**src/rtl/lfu_counter_bank.sv**
```systemverilog
// Per-way LFU access-frequency counters with tick-driven halving and a
// sequential lowest-count victim search (one way visited per cycle).
//
// Handshake: victim_req is sampled only while busy=0; a request seen while
// busy=1 is dropped. victim_valid pulses for one cycle when victim_way is
// updated, and victim_way holds until the next result.
module lfu_counter_bank #(
    parameter int WAYS  = 4,
    parameter int CNT_W = 8,
    parameter int IDX_W = $clog2(WAYS)
) (
    input  logic             clock,
    input  logic             rst,
    input  logic             tick,
    input  logic             access_valid,
    input  logic [IDX_W-1:0] access_way,
    input  logic             access_fill,
    input  logic             victim_req,
    output logic             busy,
    output logic             victim_valid,
    output logic [IDX_W-1:0] victim_way,
    input  logic [IDX_W-1:0] rd_way,
    output logic [CNT_W-1:0] rd_count
);

    localparam logic [1:0] ST_IDLE = 2'd0;
    localparam logic [1:0] ST_SCAN = 2'd1;
    localparam logic [1:0] ST_DONE = 2'd2;

    localparam logic [CNT_W-1:0] CNT_MAX  = '1;
    localparam logic [IDX_W-1:0] LAST_IDX = IDX_W'(WAYS - 1);

    logic [CNT_W-1:0] cnt_q [WAYS];
    logic [CNT_W-1:0] cnt_d [WAYS];
    logic [1:0]       state_q, state_d;
    logic [IDX_W-1:0] idx_q, idx_d;
    logic [IDX_W-1:0] best_idx_q, best_idx_d;
    logic [CNT_W-1:0] best_cnt_q, best_cnt_d;
    logic [IDX_W-1:0] victim_way_q, victim_way_d;
    logic [CNT_W-1:0] scan_cnt;
    logic             scan_less;

    // Way decode by equality, so an out-of-range access_way matches no counter.
    always_comb begin
        for (int w = 0; w < WAYS; w++) begin
            cnt_d[w] = cnt_q[w];
            if (access_valid && (access_way == IDX_W'(w))) begin
                if (access_fill) begin
                    cnt_d[w] = CNT_W'(1);
                end else if (tick) begin
                    cnt_d[w] = (cnt_q[w] >> 1) + CNT_W'(1);
                end else if (cnt_q[w] != CNT_MAX) begin
                    cnt_d[w] = cnt_q[w] + CNT_W'(1);
                end
            end else if (tick) begin
                cnt_d[w] = cnt_q[w] >> 1;
            end
        end
    end

    always_comb begin
        scan_cnt = '0;
        rd_count = '0;
        for (int w = 0; w < WAYS; w++) begin
            if (idx_q == IDX_W'(w)) begin
                scan_cnt = cnt_q[w];
            end
            if (rd_way == IDX_W'(w)) begin
                rd_count = cnt_q[w];
            end
        end
    end

    assign scan_less = (scan_cnt < best_cnt_q);

    // Strictly-less replacement keeps the lowest index on ties.
    always_comb begin
        state_d      = state_q;
        idx_d        = idx_q;
        best_idx_d   = best_idx_q;
        best_cnt_d   = best_cnt_q;
        victim_way_d = victim_way_q;
        case (state_q)
            ST_IDLE: begin
                if (victim_req) begin
                    best_idx_d = '0;
                    best_cnt_d = cnt_q[0];
                    idx_d      = IDX_W'(1);
                    state_d    = ST_SCAN;
                end
            end
            ST_SCAN: begin
                if (scan_less) begin
                    best_idx_d = idx_q;
                    best_cnt_d = scan_cnt;
                end
                idx_d = idx_q + IDX_W'(1);
                if (idx_q == LAST_IDX) begin
                    victim_way_d = scan_less ? idx_q : best_idx_q;
                    idx_d        = '0;
                    state_d      = ST_DONE;
                end
            end
            ST_DONE: begin
                state_d = ST_IDLE;
            end
            default: begin
                state_d = ST_IDLE;
            end
        endcase
    end

    always_ff @(posedge clock) begin
        if (rst) begin
            for (int w = 0; w < WAYS; w++) begin
                cnt_q[w] <= '0;
            end
            state_q      <= ST_IDLE;
            idx_q        <= '0;
            best_idx_q   <= '0;
            best_cnt_q   <= '0;
            victim_way_q <= '0;
        end else begin
            for (int w = 0; w < WAYS; w++) begin
                cnt_q[w] <= cnt_d[w];
            end
            state_q      <= state_d;
            idx_q        <= idx_d;
            best_idx_q   <= best_idx_d;
            best_cnt_q   <= best_cnt_d;
            victim_way_q <= victim_way_d;
        end
    end

    assign busy         = (state_q != ST_IDLE);
    assign victim_valid = (state_q == ST_DONE);
    assign victim_way   = victim_way_q;

endmodule

```
**config.mk**
```make
export PLATFORM = sky130hd
export DESIGN_NAME = lfu_counter_bank
export DESIGN_NICKNAME = d
export VERILOG_FILES = /design/src/rtl/lfu_counter_bank.sv
export SDC_FILE = /design/constraint.sdc
export NUM_CORES = 1
export LEC_CHECK = 0
export ABC_AREA = 1
export CORE_AREA = 2 2 107 109
export CTS_BUF_LIST = sky130_fd_sc_hd__clkbuf_4
export DETAILED_ROUTE_END_ITERATION = 8
export DIE_AREA = 0 0 109 111
export PLACE_DENSITY = 0.52
export SLEW_MARGIN = 20
export SYNTH_ARGS = -nofsm -noshare
export SYNTH_HDL_FRONTEND = slang
export SYNTH_SLANG_ARGS = --single-unit
```
**constraint.sdc**
```tcl
create_clock -name clock -period 7.3 [get_ports clock]
set_clock_uncertainty 0.1 [all_clocks]
set_input_delay 1.095 -clock clock [delete_from_list [all_inputs] [get_ports clock]]
set_output_delay 1.095 -clock clock [all_outputs]
set_load 0.02 [all_outputs]
```
-- After elaboration in Yosys (flattened, before gate mapping)
Memories as Yosys holds them, arrays and structs flattened.
Index checks and enable logic that the tools add are counted.
- register bits after elaboration: 16
- bits in latches: 0
- memory bits (writable): 32
- memory bits (read-only): 0
- input port bits: 10
- output and inout port bits: 12
- logic and storage cells: 98
- memories: 1
- add/subtract/negate cells: 9
- multiply operators: 0
- divide/modulo/power cells: 0
- order comparisons: 1
- equal/unequal tests: 18
- shifts and indexed selects: 0
- muxes and demuxes: 46
- bitwise logic cells: 4
- reductions and logical operators: 14
- memory list (name ; words ; bits a word ; read ports ; clocked after memory_dff ; wr ports ; line ; RTL):
    cnt_q ; 4 ; 8 ; 4 ; 0 ; 4 ; 33 ; logic [CNT_W-1:0] cnt_q [WAYS];
- operators with widths (cell ; number):
    2-to-1 mux 8 bit ; 34
    adder 7 x 1 -> 8 bit (second input constant) ; 4
    adder 8 x 1 -> 8 bit (second input constant) ; 4
    != test 8 bit (second input constant) ; 4
    one-hot mux 8 bit (2 select lines) ; 1
    == test 2 bit (second input constant) ; 7
    one-hot mux 2 bit (2 select lines) ; 3
    2-to-1 mux 2 bit ; 5
    == test 2 x 1 -> 1 bit (second input constant) ; 4
    logical NOT 2 bit ; 4
    < comparator 8 bit ; 1
    != test 2 bit (second input constant) ; 3
    AND reduction 2 bit ; 3
    logical AND 1 bit ; 4
    OR 1 bit ; 4
    nonzero test 2 bit ; 2
    2-to-1 mux 1 bit ; 3
    AND reduction 3 bit ; 1
    adder 2 x 1 -> 2 bit (second input constant) ; 1

-- Longest topological paths before layout
- depth after elaboration: 8
- depth in mapped cells: 20
- gate-level depth less buffers: 19

-- Worst setup path before layout
Ideal clock, no wire load.
- kind: input -> output
- start point: input rd_way[1]
- end point: output rd_count[0]
- data arrival time: 1786 ps
- required time: 6105 ps
- setup slack: 4319 ps
- cell stages on the path: 5
- path buffers: 0
- cells stage by stage: inv_1 -> nand2_1 -> nor2_1 -> a221oi_1 -> o21ai_0
- longest elaborated chain between the ends: 5
- elaborated cells between the ends (all ways): 8
- classes of those cells: 3 x eq/ne; 4 x mux; 1 x reduce/logical
- RTL lines (item ; line ; RTL):
    start: declaration ; 22 ; input logic [IDX_W-1:0] rd_way,
    logical NOT 2 bit ; 68 ; if (rd_way == IDX_W'(w)) begin
    2-to-1 mux 8 bit (3 in series) ; 68 ;
    2-to-1 mux 8 bit (*) ; 68 ;
    end: declaration ; 23 ; output logic [CNT_W-1:0] rd_count
Mark *: on every way between the ends. The rest lies on a longest branch, timed or not.

-- Worst setup path after layout
Same ends and word-level chain as after synthesis.

==> impl_metrics.yaml <==
clock_network:
  clk_pin_slew_ps: 130
  cts_made_buffers: 5
  clock_latency_ps: 390
  clockRootBuffer: "clkbuf_4"
  cts_hold_buf: 0
  clockBufferDepth: 2
  cts_tree: "yes"
  post_cts_buffers: 0
  cts_max_level: 2
  clock_sinks: 48
  cts_resized: 0
setup_path:
  cp_data_arrival_time_ps: 2930
  critical_path.max_stage_delay_ps: 630
  endpoint_kind: "primary output"
  r2r-start: "idx_q[1]"
  critical_path.startpoint_type: "input pin"
  worstPathCellList: "clkdlybuf4s50_1, inv_1, nor2_1, a221oi_1, o21ai_0, clkdlybuf4s50_1"
  cp.required_ps: 6110
  path_common_cell: "clkdlybuf4s50_1"
  critPathCapture: "rd_count[0]"
  setup.worst_path.class: "input pin to primary output"
  startpoint: "rd_way[1]"
  cp_max_fo: 8
  reg2reg_to: "best_cnt_q[6]"
  ff2ff_setup_slack_ps: 4180
  reg2reg_depth: 17
  crit_slowest_cell: "clkdlybuf4s50_1"
die:
  start_util: 0.341
  die_y_um: 111
  fp-row-count: 39
  dieArea_um2: 12100
  die_x_um: 109
  core_um2: 11100
  io_pins: 22
logic_synthesis:
  synth_edf_count: 0
  synth.cell_area_um2: 3780
  ys_warn_count: 0
  synth_seq_cells: 48
  seq_area_frac_synth: 0.254
  synth_ff_type: "dfxtp_1"
  async_flop_share: 0
  synthCells: 596
  synth_nets: 621
  synth_cell_type_count: 40
  syn_avg_cell_area_um2: 6.34
timing:
  relSlewSlack: 0.320
  slew_viol_final: 0
  min_period_ps: 4130
  grt_setup_unrepaired: "no"
  final.setup.tns_ps: 0
  hold_violations: 0
  clock.fmax_ghz: 0.242
  setup_viol: 0
  worstMarginPinSlew_ps: 1020
  min_period_over_period: 0.566
route:
  ant_nets: 0
  drt-total-wl_mm: 10.9
  vias: 3918
  drt_pass1_iterations: 5
  drt-initial-drc-count: 252
  post-route-drc-count: 0
  avgViaCountPerCell: 5.22
  wl_per_cell_um: 14.5
global_route:
  grt_max_degree: 57
  grt-ovfl-total: 0
  grt_pass1_wl_mm: 18.1
  grt_pass1_vias: 3646
  grt_usage: 0.188
  antenna_found_initial: 0
min_path:
  hp-class: "flop to flop"
placed_design:
  dp_hpwl_mm: 8.21
  dp_cells: 743
  port_buffers: 21
  place.gp.congestion: 0.854
power_and_ir_drop:
  p_per_area_nw_per_um2: 170
  irDropWorstVdd_mv: 0.0825
  leakagePower_nw: 1.55
final_layout:
  fin_cells: 750
  finalNetCount: 632
  drive_gt1_frac: 0.100
  area_growth_pct: 8.31
  insertedDiodeCount: 0
flow_run:
  drv_cap: 0
outcome:
  status: "complete, no violations"
## area by class of cell
cell class,instances,area [um2]
Fill cell,1196,6980
Multi-Input combinational cell,435,2330
Sequential cell,48,961
Inverter,94,353
Timing Repair Buffer,23,220
Tap cell,143,179
Clock buffer,6,45.0
Clock inverter,1,5.00
## power breakdown
part | switching [mW] | total, mW | internal, mW
clock | 0.0927 | 0.132 | 0.0395
sequential | 0.0166 | 0.304 | 0.288
combinational | 0.171 | 0.258 | 0.0869
## state kept, by name, indices dropped and copies added (netlist names)
signal,flops
cnt_q,32
best_cnt_q,8
best_idx_q,2
idx_q,2
state_q,2
victim_way,2
## worst min-delay path by stage
stage                        from             to  slack (ps)  cells past startpoint
detailed placement  best_idx_q[0]  best_idx_q[0]         360                      2
global placement    best_idx_q[1]  best_idx_q[1]         350                      2
finish              best_idx_q[1]  best_idx_q[1]         370                      2
floorplan           best_idx_q[0]  best_idx_q[0]         340                      2
CTS                 best_idx_q[0]  best_idx_q[0]         380                      2
global route        best_idx_q[1]  best_idx_q[1]         420                      2
## worst max-delay path: cells and delay by family
kind,cells,cell delay [ps]
AO/OA/AOI/OAI,2,280
buffers and inverters,3,1210
AND/OR/NAND/NOR,1,360
## placed cells by master (no fill, tap or decap), types with 7 or more instances in the layout
| cell | instances |
|---|---|
| o22ai_1 | 18 |
| inv_2 | 15 |
| dfxtp_1 | 48 |
| a211oi_1 | 7 |
| o21ai_0 | 65 |
| nor2_1 | 51 |
| clkdlybuf4s50_1 | 20 |
| nand3_1 | 26 |
| o21ai_2 | 7 |
| a21oi_1 | 56 |
| nand2_1 | 116 |
| o21ai_1 | 15 |
| inv_1 | 79 |
| ha_1 | 15 |
## cell usage after synthesis (2+ instances only)
cell | instances | share of area
a31oi_1 | 5 | 0.0083
nor3_4 | 2 | 0.0086
o32ai_1 | 2 | 0.0046
o22ai_1 | 18 | 0.030
buf_6 | 6 | 0.018
nor2_1 | 51 | 0.051
o21ai_2 | 7 | 0.016
nor2_4 | 3 | 0.0089
o21a_1 | 2 | 0.0040
o21ai_1 | 15 | 0.020
a21oi_2 | 3 | 0.0070
clkbuf_1 | 7 | 0.0070
a221oi_1 | 5 | 0.012
nand4_1 | 5 | 0.0083
nor2_2 | 6 | 0.0099
nor3_1 | 3 | 0.0040
buf_2 | 3 | 0.0040
a31o_2 | 2 | 0.0046
nor4_1 | 5 | 0.0083
ha_1 | 15 | 0.050
nand3_1 | 26 | 0.034
a21oi_1 | 56 | 0.074
a211oi_1 | 7 | 0.014
a221oi_2 | 2 | 0.0079
nand2_2 | 5 | 0.0083
inv_2 | 15 | 0.015
o21ai_0 | 65 | 0.086
nand2_1 | 116 | 0.12
inv_1 | 79 | 0.078
dfxtp_1 | 48 | 0.25
nor3_2 | 3 | 0.0079
## cell families after synthesis
group	share of synthesized area
xor+xnor	0.00232
fa+ha+maj	0.0497
compound gates	0.293
simple gates	0.271
buf+inv	0.129
flops	0.254
## through the flow
stage / hold slack, ps / utilization / area (um2) / total power, mW / setup slack [ps]
5_1_grt: 421 / 0.370 / 4090 / 0.753 / 3060
6_report: 373 / 0.370 / 4090 / 0.694 / 3170
3_5_place_dp: 357 / 0.365 / 4040 / 0.567 / 3170
2_1_floorplan: 344 / - / 3780 / 0.509 / 4320
3_3_place_gp: 353 / 0.365 / 4040 / 0.564 / 3240
4_1_cts: 377 / 0.370 / 4090 / 0.703 / 3170
## routing by layer
layer,vias up,GRT usage,part of all wire
met3,19,0.0282,0.053
met4,0,0.0590,0.020
met2,100,0.294,0.45
met5,-,0,0
met1,1773,0.264,0.48
li1,2026,-,-
Power figures use the tool's default switching activity.
